### config.mk
export PLATFORM = sky130hd
export DESIGN_NAME = gate_bist_ctrl
export DESIGN_NICKNAME = d
export VERILOG_FILES = /design/src/rtl/gate_bist_ctrl.sv
export SDC_FILE = /design/constraint.sdc
export NUM_CORES = 1
export LEC_CHECK = 0
export ABC_AREA = 1
export BUFFER_PORTS_ARGS = -buffer_cell sky130_fd_sc_hd__buf_2
export CAP_MARGIN = 10
export CORE_MARGIN = 3
export CORE_UTILIZATION = 55
export CTS_CLUSTER_DIAMETER = 60
export DETAILED_ROUTE_END_ITERATION = 7
export HOLD_SLACK_MARGIN = 0.05
export PLACE_DENSITY = 0.76
export SYNTH_ARGS = -nofsm -noshare
export SYNTH_HDL_FRONTEND = slang
export SYNTH_SLANG_ARGS = --single-unit
### constraint.sdc
create_clock -name clk -period 2.1 [get_ports clk]
set_input_delay 0.42 -clock clk [delete_from_list [all_inputs] [get_ports clk]]
set_output_delay 0.42 -clock clk [all_outputs]
set_load 0.05 [all_outputs]
### src/rtl/gate_bist_ctrl.sv
// Built-in self-test sequencer for a small combinational gate under test.
// Walks all input patterns in binary order, holds each one for SETTLE cycles,
// samples the gate output, and compares it with the expected truth table.
module gate_bist_ctrl #(
   parameter int unsigned N_IN   = 2,
   parameter int unsigned SETTLE = 2
) (
   input  logic            clk,
   input  logic            clrn,
   input  logic            start,
   input  logic            abort,
   input  logic [1:0]      func,
   input  logic            gut_f,
   output logic [N_IN-1:0] gut_in,
   output logic            busy,
   output logic            done,
   output logic            pass,
   output logic [N_IN:0]   err_count,
   output logic [N_IN-1:0] fail_pat
);

   localparam int unsigned CNT_W = 4;
   localparam int unsigned ERR_W = N_IN + 1;
   localparam logic [CNT_W-1:0] CNT_LAST = CNT_W'(SETTLE - 1);

   typedef enum logic [1:0] {
      S_IDLE  = 2'b00,
      S_WAIT  = 2'b01,
      S_CHECK = 2'b10,
      S_DONE  = 2'b11
   } state_t;

   typedef enum logic [1:0] {
      FN_NAND = 2'b00,
      FN_NOR  = 2'b01,
      FN_AND  = 2'b10,
      FN_OR   = 2'b11
   } func_t;

   state_t             state_q,    state_d;
   func_t              func_q,     func_d;
   logic [CNT_W-1:0]   cnt_q,      cnt_d;
   logic [N_IN-1:0]    gut_in_q,   gut_in_d;
   logic [N_IN-1:0]    fail_pat_q, fail_pat_d;
   logic [ERR_W-1:0]   err_q,      err_d;
   logic               busy_q,     busy_d;
   logic               done_q,     done_d;
   logic               pass_q,     pass_d;

   logic               expected_c;
   logic               mismatch_c;

   // Expected gate output for the pattern currently driven.
   always_comb begin
      expected_c = 1'b0;
      case (func_q)
         FN_NAND: expected_c = ~(&gut_in_q);
         FN_NOR:  expected_c = ~(|gut_in_q);
         FN_AND:  expected_c = &gut_in_q;
         FN_OR:   expected_c = |gut_in_q;
         default: expected_c = 1'b0;
      endcase
   end

   assign mismatch_c = (gut_f != expected_c);

   // Next-state and next-output logic for the test sequencer.
   always_comb begin
      state_d    = state_q;
      func_d     = func_q;
      cnt_d      = cnt_q;
      gut_in_d   = gut_in_q;
      fail_pat_d = fail_pat_q;
      err_d      = err_q;
      busy_d     = busy_q;
      done_d     = done_q;
      pass_d     = pass_q;

      if (abort && (state_q != S_IDLE)) begin
         // Abort returns everything to the reset picture in one edge.
         state_d    = S_IDLE;
         func_d     = FN_NAND;
         cnt_d      = '0;
         gut_in_d   = '0;
         fail_pat_d = '0;
         err_d      = '0;
         busy_d     = 1'b0;
         done_d     = 1'b0;
         pass_d     = 1'b0;
      end else begin
         case (state_q)
            S_IDLE, S_DONE: begin
               if (start && !abort) begin
                  state_d    = S_WAIT;
                  func_d     = func_t'(func);
                  cnt_d      = '0;
                  gut_in_d   = '0;
                  fail_pat_d = '0;
                  err_d      = '0;
                  busy_d     = 1'b1;
                  done_d     = 1'b0;
                  pass_d     = 1'b0;
               end
            end
            S_WAIT: begin
               cnt_d = cnt_q + CNT_W'(1);
               if (cnt_q == CNT_LAST) begin
                  state_d = S_CHECK;
               end
            end
            S_CHECK: begin
               if (mismatch_c) begin
                  err_d = err_q + ERR_W'(1);
                  if (err_q == '0) begin
                     fail_pat_d = gut_in_q;
                  end
               end
               if (gut_in_q != '1) begin
                  state_d  = S_WAIT;
                  gut_in_d = gut_in_q + N_IN'(1);
                  cnt_d    = '0;
               end else begin
                  state_d  = S_DONE;
                  gut_in_d = '0;
                  busy_d   = 1'b0;
                  done_d   = 1'b1;
                  pass_d   = (err_q == '0) && !mismatch_c;
               end
            end
            default: state_d = S_IDLE;
         endcase
      end
   end

   // State and output registers.
   always_ff @(posedge clk or negedge clrn) begin
      if (!clrn) begin
         state_q    <= S_IDLE;
         func_q     <= FN_NAND;
         cnt_q      <= '0;
         gut_in_q   <= '0;
         fail_pat_q <= '0;
         err_q      <= '0;
         busy_q     <= 1'b0;
         done_q     <= 1'b0;
         pass_q     <= 1'b0;
      end else begin
         state_q    <= state_d;
         func_q     <= func_d;
         cnt_q      <= cnt_d;
         gut_in_q   <= gut_in_d;
         fail_pat_q <= fail_pat_d;
         err_q      <= err_d;
         busy_q     <= busy_d;
         done_q     <= done_d;
         pass_q     <= pass_d;
      end
   end

   assign gut_in    = gut_in_q;
   assign busy      = busy_q;
   assign done      = done_q;
   assign pass      = pass_q;
   assign err_count = err_q;
   assign fail_pat  = fail_pat_q;

endmodule
### Yosys cells after proc, flatten, opt, wreduce, memory -nomap -nowiden

Index checks and enable logic that the tools add are counted.

* register bits: 18
* bits of input ports: 7
* output and inout bits: 10

* $add $sub $neg: 3
* equal/unequal tests: 15
* mux-type cells: 36
* bitwise logic cells: 2
* reductions and logical operators: 22

Operators by type and width (number)
* $mux W2: 13
* $ne A3 B3 Y1 const B: 6
* $mux W4: 3
* $pmux W4 S3: 1
* $reduce_and A2 Y1: 5
* $mux W3: 3
* $eq A2 B2 Y1 const B: 4
* $mux W1: 8
* $pmux W2 S2: 2
* $pmux W1 S2: 3
* $pmux W2 S3: 1
* $pmux W3 S2: 1
* $reduce_and A3 Y1: 2
* $reduce_bool A2 Y1: 3
* $add A4 B1 Y4 const B: 1
* $eq A2 B1 Y1 const B: 2
* $eq A4 B1 Y1 const B: 1
* $logic_not A2 Y1: 2
* $pmux W1 S4: 1
* $reduce_and A4 Y1: 1
* $reduce_or A2 Y1: 2
* $add A3 B1 Y3 const B: 1
* $logic_and A1 B1 Y1: 3
* $logic_not A3 Y1: 1
* 6 further kinds: 8

### Longest topological paths before layout

Gate-level depths: netlist of run 1.

* word-level depth: 9
* gate-level depth with buffers: 11
* gate-level depth less buffers: 11

### Worst setup path before layout of run 1

OpenSTA, ideal clock, no wires.

* path kind: register to register
* start: register gut_in_q[0] (netlist: gut_in[0])
* end: register fail_pat_q[0] (netlist: fail_pat[0])
* setup time: 0.119 ns
* data arrival time: 1.491 ns
* data required time: 1.981 ns
* setup slack: 0.490 ns
* stages on the path, launching flop included: 11
* clock period less this slack: 1.610 ns
* cell sequence: dfrtp_1 > inv_1 > ha_1 > inv_1 > nand2_1 > nand2_1 > nand2_1 > nand3_2 > nand3_1 > nand2_1 > nand2_1

* cells in the longest elaborated chain, start to end: 6

Ends and longest elaborated chain
* start: declaration: line 43 `logic [N_IN-1:0] gut_in_q, gut_in_d;`
* start signal: assignment: line 151 `gut_in_q <= gut_in_d;`
* $reduce_or A2 Y1 / $reduce_and A2 Y1 (equally long branches)
* $not A1 Y1 (on tied branches): line 58, 57
* $pmux W1 S4: line 56 `case (func_q)`
* $ne A1 B1 Y1: line 65 `assign mismatch_c = (gut_f != expected_c);`
* $ne A3 B3 Y1 (no source line)
* $reduce_and A4 Y1 (no source line)
* end signal: assignment: line 152 `fail_pat_q <= fail_pat_d;`
* end: declaration: line 44 `logic [N_IN-1:0] fail_pat_q, fail_pat_d;`

Several ways; a longest one is shown, not always the timed one. The select of a mux whose other input is x is not followed.
A chain may end at the register's enable or synchronous reset.

### Worst setup path in the final report of run 1

* start: register state_q[0]
* end: register pass_q (netlist: pass)

* cells in the longest elaborated chain, start to end: 4

Ends and longest elaborated chain
* start: declaration: line 40 `state_t state_q, state_d;`
* start signal: assignment: line 148 `state_q <= state_d;`
* $eq A2 B2 Y1, or another cell as far along: line 91 `case (state_q)`
* $reduce_or A2 Y1 / $logic_and A1 B1 Y1 (equally long branches): line 91, 79
* $ne A3 B3 Y1 (no source line), or another cell as far along
* $reduce_and A3 Y1 (no source line) / $mux W1 (equally long branches)
* end signal: assignment: line 156 `pass_q <= pass_d;`
* end: declaration: line 48 `logic pass_q, pass_d;`

Several ways; a longest one is shown, not always the timed one.

==> results of run 1 <==
stage by stage:
| step | total power, mW | utilization | hold WS [ps] | setup WS (ps) |
|---|---|---|---|---|
| floorplan | 1.45 | - | 124 | 490 |
| global placement | 1.62 | 0.646 | 371 | 577 |
| detailed placement | 1.67 | 0.646 | 369 | 489 |
| CTS | 1.89 | 0.669 | 357 | 473 |
| global route | 2.05 | 0.669 | 416 | 337 |
| finish | 1.87 | 0.669 | 365 | 481 |
kinds of logic (layout without fill, tap and decap cells):
group           Yosys count  after routing  synth area share
simple gates             79             79             0.357
buf+inv                  21             42            0.0697
flops                    18             18             0.386
compound gates           16             16            0.0751
fa+ha+maj                 9              9            0.0966
xor+xnor                  2              2            0.0150
layout by cell type (no fill, tap or decap), drive strengths merged:
master	synthesis	routed
dlygate4sd3	0	1
nor2	8	8
and2	1	1
nand3b	1	1
nand4	4	4
buf	0	16
or2	2	2
dfrtp	18	18
nor3	2	2
nand3	9	9
ha	9	9
inv	21	21
xor2	2	2
clkbuf	0	4
a21oi	1	1
nand2	52	52
o21ai	15	15
final timing paths:
| kind | start | cells after the start | slack, ps | endpoint |
|---|---|---|---|---|
| hold / removal | func[0] | 3 | 370 | func_q[0]$_DFFE_PN0P_ |
| setup / recovery | state_q[0]$_DFFE_PN0P_ | 11 | 480 | pass$_DFFE_PN0P_ |
| hold reg to reg | fail_pat[0]$_DFFE_PN0P_ | 2 | 480 | fail_pat[0]$_DFFE_PN0P_ |
| setup reg to reg | state_q[0]$_DFFE_PN0P_ | 11 | 480 | pass$_DFFE_PN0P_ |
| max in group asynchronous | clrn | 2 | 1250 | cnt_q[3]$_DFFE_PN0P_ |
| min in group asynchronous | clrn | 2 | 570 | gut_in[1]$_DFFE_PN0P_ |
area by class of cell:
cell class	instances	area, sq um	share of cell area
inverter	21	81.3	0.0613
clock buffer	4	36.3	0.0274
tap	27	33.8	0.0255
sequential	18	450	0.340
timing repair buffer	17	90.1	0.0679
multi-input combinational	106	634	0.478
sequential cells by signal (all words and copies together) (netlist names):
| signal | cells |
|---|---|
| cnt_q | 4 |
| func_q | 2 |
| fail_pat | 2 |
| pass | 1 |
| state_q | 2 |
| busy | 1 |
| done | 1 |
| gut_in | 2 |
| err_count | 3 |
critical path, delay by kind of cell, from the launching register on:
| family | cells | cell delay (ps) |
|---|---|---|
| DFF | 1 | 410 |
| and+or+nand+nor | 6 | 530 |
| adders and majority gates | 1 | 240 |
| buffers and inverters | 4 | 340 |
what timing repair did:
item | in CTS | in global routing
hold buffers | 1 | 0
endpoints found under the hold margin | 18 | 0
endpoints found under the setup margin | 0 | 0
setup buffers | 0 | 0
metal layers:
layer | GRT usage | share of wire | vias to the layer above
li1 | - | - | 500
met1 | 0.241 | 0.46 | 419
met2 | 0.320 | 0.50 | 15
met3 | 0.0258 | 0.034 | 2
met4 | 0.0961 | 0.0046 | 0
met5 | 0 | 0 | -
report_power, final:
group	internal (mW)	switching (mW)	total, mW
sequential	0.439	0.0693	0.508
combinational	0.373	0.780	1.15
clock	0.106	0.108	0.213
==> metrics.yaml, run 1 <==
final_layout:
  n_fill_cell: 161
  drive_above_1_share: 0.241
  fin_cells: 193
  design_area_sq_um: 1330
  nets: 183
  antenna_cells: 0
  area_growth_pct: 13.7
yosys:
  ys_seq_elements: 18
  syn_area_per_cell_sq_um: 8.04
  synth_warnings: 0
  synth_top_area_frac: 0.386
  ys.flop_type: "dfrtp_1"
  synth_cell_type_count: 24
  netlist.top_cell.by_area: "dfrtp_1"
  yosys-top-cells-count: "nand2_1, dfrtp_1, inv_1, o21ai_0, ha_1"
  syn_area_sq_um: 1170
  synth.area.top_cells: "dfrtp_1, nand2_1, ha_1, nand2_4, inv_1"
  async_flop_share: 1.00
  seq_area_frac_synth: 0.386
  syn-instance-count: 145
  synth_nets: 161
  synth-edff-count: 0
  synth_most_common_cell: "nand2_1"
detailed_routing:
  via_per_inst: 4.85
  wl_per_cell_um: 11.3
  postRouteAntennaNets: 0
  drtIter0Drc: 20
  drcViolationCount: 0
  wl_um: 2190
  firstDrtPassIters: 4
  routed-via-count: 936
setup_path:
  path_max_fanout: 9
  worstPathRequired_ps: 2290
  critPathMaxStageDelay_ps: 410
  worstPathCellList: "inv_1 > ha_1 > inv_1 > nand2_4 > nand3b_4 > nand2_1 > inv_4 > nand2_4 > inv_2 > nand2_1 > nand2_1"
  start_kind: "flop"
  crit_arrival_ps: 1810
  crit_top_cell: "nand2_1"
  cpMaxStageDelayCell: "dfrtp_1"
  cp-end-kind: "flop"
  crit_type: "reg2reg"
floorplan:
  die_y_um: 52.0
  io_pins: 17
  rows: 16
  fp.coreArea_sq_um: 1980
  die-area_sq_um: 2710
  die_x_um: 52.0
  start_util: 0.588
placement:
  dp_cells: 188
  port_buffers: 16
  gp_congestion: 0.892
  placed_area_sq_um: 1280
  dp_hpwl_um: 1780
global_routing:
  grt_pass1_vias: 942
  antenna_found_initial: 0
  grt-ovfl-total: 0
  grt_usage: 0.192
  grt_first_pass_wirelength_um: 3820
  grt_max_degree: 19
outcome:
  status: "completed"
timing:
  fmax_mhz: 618
  setup_tns_ps: 0
  final_hold_viol_count: 0
  rsz0062_at_grt: "false"
  finalCritPeriodShare: 0.771
  tightest_slew_ps: 393
  fin_crit_ps: 1620
  slew_headroom: 0.738
  finalSetupViolCount: 0
  fin_skew_ps: 2.40
  drv_slew: 0
worst_hold_path:
  hp-class: "in2reg"
clock_network:
  clk_latency_ps: 290
  cts_tree: "yes"
  cts.sinks: 18
  h-tree-depth: 1
  cts_resized: 0
  cts_buffers: 3
  ctsLongestPathBuffers: 2
  clkTransAtPathRegs_ps: 100
  cts_root_buf: "clkbuf_4"
power:
  p_leak_nw: 0.735
  vdd_drop_max_uv: 809
  p_per_area_nw_per_um2: 1410
job:
  maxCapViolCount: 0
(Power assumes the default switching activity.)
==> run 2, diff against run 1 <==
- ABC_AREA: 1 -> 0
- PLACE_DENSITY: 0.76 -> 0.77
- clock period: 2.1 -> 1.5 ns (I/O delays scaled with it)
==> run 2 against run 1 <==
Effect of this change:
- the run now ends with negative setup slack left
- global-route usage grew 10 points
- die area is 6.5% lower
- non-clock buffer count is 32 higher
- clock power rose by 50%
- first-iteration DRC count increased to 3.5 times the previous value
- cell count decreased by 2.6%
- synthesized cell count decreased by 23%
- synthesized area fell by 7.3%
- sequential cell count is the same
- sequential power increased by 33%
- critical endpoint is now fail_pat[0]$_DFFE_PN0P_
- largest cell class unchanged
==> metrics.yaml, run 2 <==
outcome:
  status: "complete, but fails checks"
  failed_checks: "negative setup slack"
final_layout:
  drive_above_1_share: 0.534  # +0.293
  layout_common_cells: "buf_4, dfrtp_1, buf_2"
  final_common_cell: "buf_4"
  nets: 180  # -1.6%
  area_growth_pct: 54.2
  n_fill_cell: 56  # -65%
  regMostFlops: "cnt_q"
  largest_register_ffs: 4  # unchanged
  design_area_sq_um: 1670  # +26%
  antenna_cells: 0  # unchanged
timing:
  finalCritPeriodShare: 1.24  # +0.470
  finalSetupViolCount: 16  # +16
  fin_crit_ps: 1860  # +242 ps
  final_hold_viol_count: 0  # unchanged
  slew_headroom: 0.725  # -0.0134
  setup_ws_ps: -361  # -842 ps
  rsz0062_at_grt: "true"
  drv_slew: 0  # unchanged
  hold_ws_ps: 302  # -63.1 ps
  setup_tns_ps: -4190  # -4190 ps
  fin_skew_ps: 11.3  # +8.92 ps
  tightest_slew_ps: 413  # +20.1 ps
  fmax_mhz: 537  # -13%
placement:
  placed_area_sq_um: 1380  # +8.1%
  gp_congestion: 0.897  # +0.46%
  port_buffers: 16  # unchanged
  dp_hpwl_um: 2020  # +13%
floorplan:
  fp.coreArea_sq_um: 1780  # -10%
  rows: 15  # -1
  die_y_um: 50.3  # -3.3%
  start_util: 0.606  # +0.0179
  die-area_sq_um: 2530  # -6.5%
  io_pins: 17  # unchanged
  die_x_um: 50.3  # -3.3%
clock_network:
  clk_latency_ps: 310  # +20 ps
  cts_tree: "yes"
  cts_buffers: 3  # unchanged
  ctsLongestPathBuffers: 2  # unchanged
  cts_root_buf: "clkbuf_4"
  cts.sinks: 18  # unchanged
  h-tree-depth: 1  # unchanged
  clkTransAtPathRegs_ps: 120  # +20 ps
yosys:
  synth_nets: 128  # -20%
  syn_area_sq_um: 1080  # -7.3%
  ys_seq_elements: 18  # unchanged
  synth_cell_type_count: 33  # +38%
  async_flop_share: 1.00  # unchanged
  synth_top_area_frac: 0.417  # +0.0304
  yosys-top-cells-count: "dfrtp_1, inv_1, ha_1, o21ai_0"
  syn-instance-count: 112  # -23%
  syn_area_per_cell_sq_um: 9.65  # +20%
  synth.area.top_cells: "dfrtp_1, ha_1, o21ai_0, mux2i_1, inv_1"
  synth-edff-count: 0  # unchanged
  seq_area_frac_synth: 0.417  # +0.0304
  synth_most_common_cell: "dfrtp_1"
  synth_warnings: 0  # unchanged
  netlist.top_cell.by_area: "dfrtp_1"
  ys.flop_type: "dfrtp_1"
setup_path:
  ff2ff_setup_slack_ps: -360  # -840 ps
  start_kind: "flop"
  worstPathRequired_ps: 1690  # -600 ps
  r2r_cells: 7  # -4
  cp_num_buf_inv: 3  # -1
  crit_arrival_ps: 2050  # +240 ps
  crit_cells: 7  # -4
  path_max_fanout: 7  # -2
  cpMaxStageDelayCell: "dfrtp_1"
  worstPathCellList: "inv_2 > ha_4 > buf_6 > a221oi_4 > buf_6 > o211ai_1 > a32o_1"
  critPathMaxStageDelay_ps: 430  # +20 ps
  critical-path-top-delay-family: "compound AO/OA/AOI/OAI gates"
  crit_type: "reg2reg"
  crit_top_cell: "buf_6"
  cp-end-kind: "flop"
power:
  p_per_area_nw_per_um2: 2040  # +45%
  vdd_drop_max_uv: 1660  # +110%
  p_leak_nw: 0.798  # +8.6%
detailed_routing:
  via_per_inst: 6.32  # +30%
  wl_um: 4230  # +93%
  routed-via-count: 1189  # +27%
  wl_per_cell_um: 22.5  # +98%
  drcViolationCount: 0  # unchanged
  firstDrtPassIters: 4  # unchanged
  drtIter0Drc: 69  # +250%
  postRouteAntennaNets: 0  # unchanged
global_routing:
  antenna_found_initial: 0  # unchanged
  grt-ovfl-total: 0  # unchanged
  grt_usage: 0.294  # +0.101
  grt_max_degree: 19  # unchanged
  grt_pass1_vias: 1160  # +23%
  grt_first_pass_wirelength_um: 5580  # +46%
worst_hold_path:
  hp-class: "in2reg"
  min_path_cells: 3  # unchanged
job:
  maxCapViolCount: 0  # unchanged
==> run 2: tightest hold or removal path, delay by kind of cell <==
family / cells / cell delay (ps)
buf+inv: 1 / 80
mux: 1 / 60
compound gates: 1 / 130
==> run 2: layout make-up <==
type | count | area (sq um) | share of cell area
clock buffer | 4 | 36.3 | 0.0218
sequential | 18 | 453 | 0.272
tap | 25 | 31.3 | 0.0188
multi-input combinational | 82 | 748 | 0.449
inverter | 10 | 37.5 | 0.0225
timing repair buffer | 49 | 360 | 0.216
==> run 2: per-stage QoR <==
step	power (mW)	std cells	setup slack, ps	util
floorplan	1.63	112	-239	-
global placement	2.11	172	-195	0.776
detailed placement	2.18	172	-303	0.776
CTS	2.76	185	-265	0.868
global route	3.52	188	-423	0.935
finish	3.40	188	-361	0.935
==> run 2: logic make-up (layout without fill, tap and decap cells) <==
logic type | count (synthesis) | count (layout) | synth area share
adder cells (fa/ha/maj) | 9 | 9 | 0.104
buffers and inverters | 12 | 63 | 0.0463
AO/OA/AOI/OAI | 29 | 29 | 0.184
XOR/XNOR | 2 | 2 | 0.0162
flip-flops | 18 | 18 | 0.417
multiplexers | 6 | 6 | 0.0579
AND/OR/NAND/NOR | 36 | 36 | 0.175
==> run 2: path summary, 6_finish.rpt <==
check	from	endpoint
min in group asynchronous	clrn	cnt_q[2]$_DFFE_PN0P_
min	func[0]	func_q[0]$_DFFE_PN0P_
max in group asynchronous	clrn	gut_in[1]$_DFFE_PN0P_
max reg2reg	state_q[0]$_DFFE_PN0P_	fail_pat[0]$_DFFE_PN0P_
min reg2reg	pass$_DFFE_PN0P_	pass$_DFFE_PN0P_
max	state_q[0]$_DFFE_PN0P_	fail_pat[0]$_DFFE_PN0P_
==> run 2: power breakdown <==
group | total [mW] | internal, mW | switching [mW]
Sequential | 0.674 | 0.578 | 0.0958
Clock | 0.319 | 0.148 | 0.171
Combinational | 2.41 | 1.17 | 1.24
Total | 3.40 | 1.89 | 1.51
==> run 2: repair_timing <==
item,CTS,global route
gates resized for setup,14,23
hold buffers,1,0
endpoints found under the setup margin,16,18
setup buffers,8,6
hold endpoints to repair,18,0
pin swaps,5,12
==> run 2: layer usage <==
metal  GRT usage  wire length [um]
met3      0.0682               316
met4       0.139               281
met2       0.528              2050
met1       0.321              1590
met5           0                 0
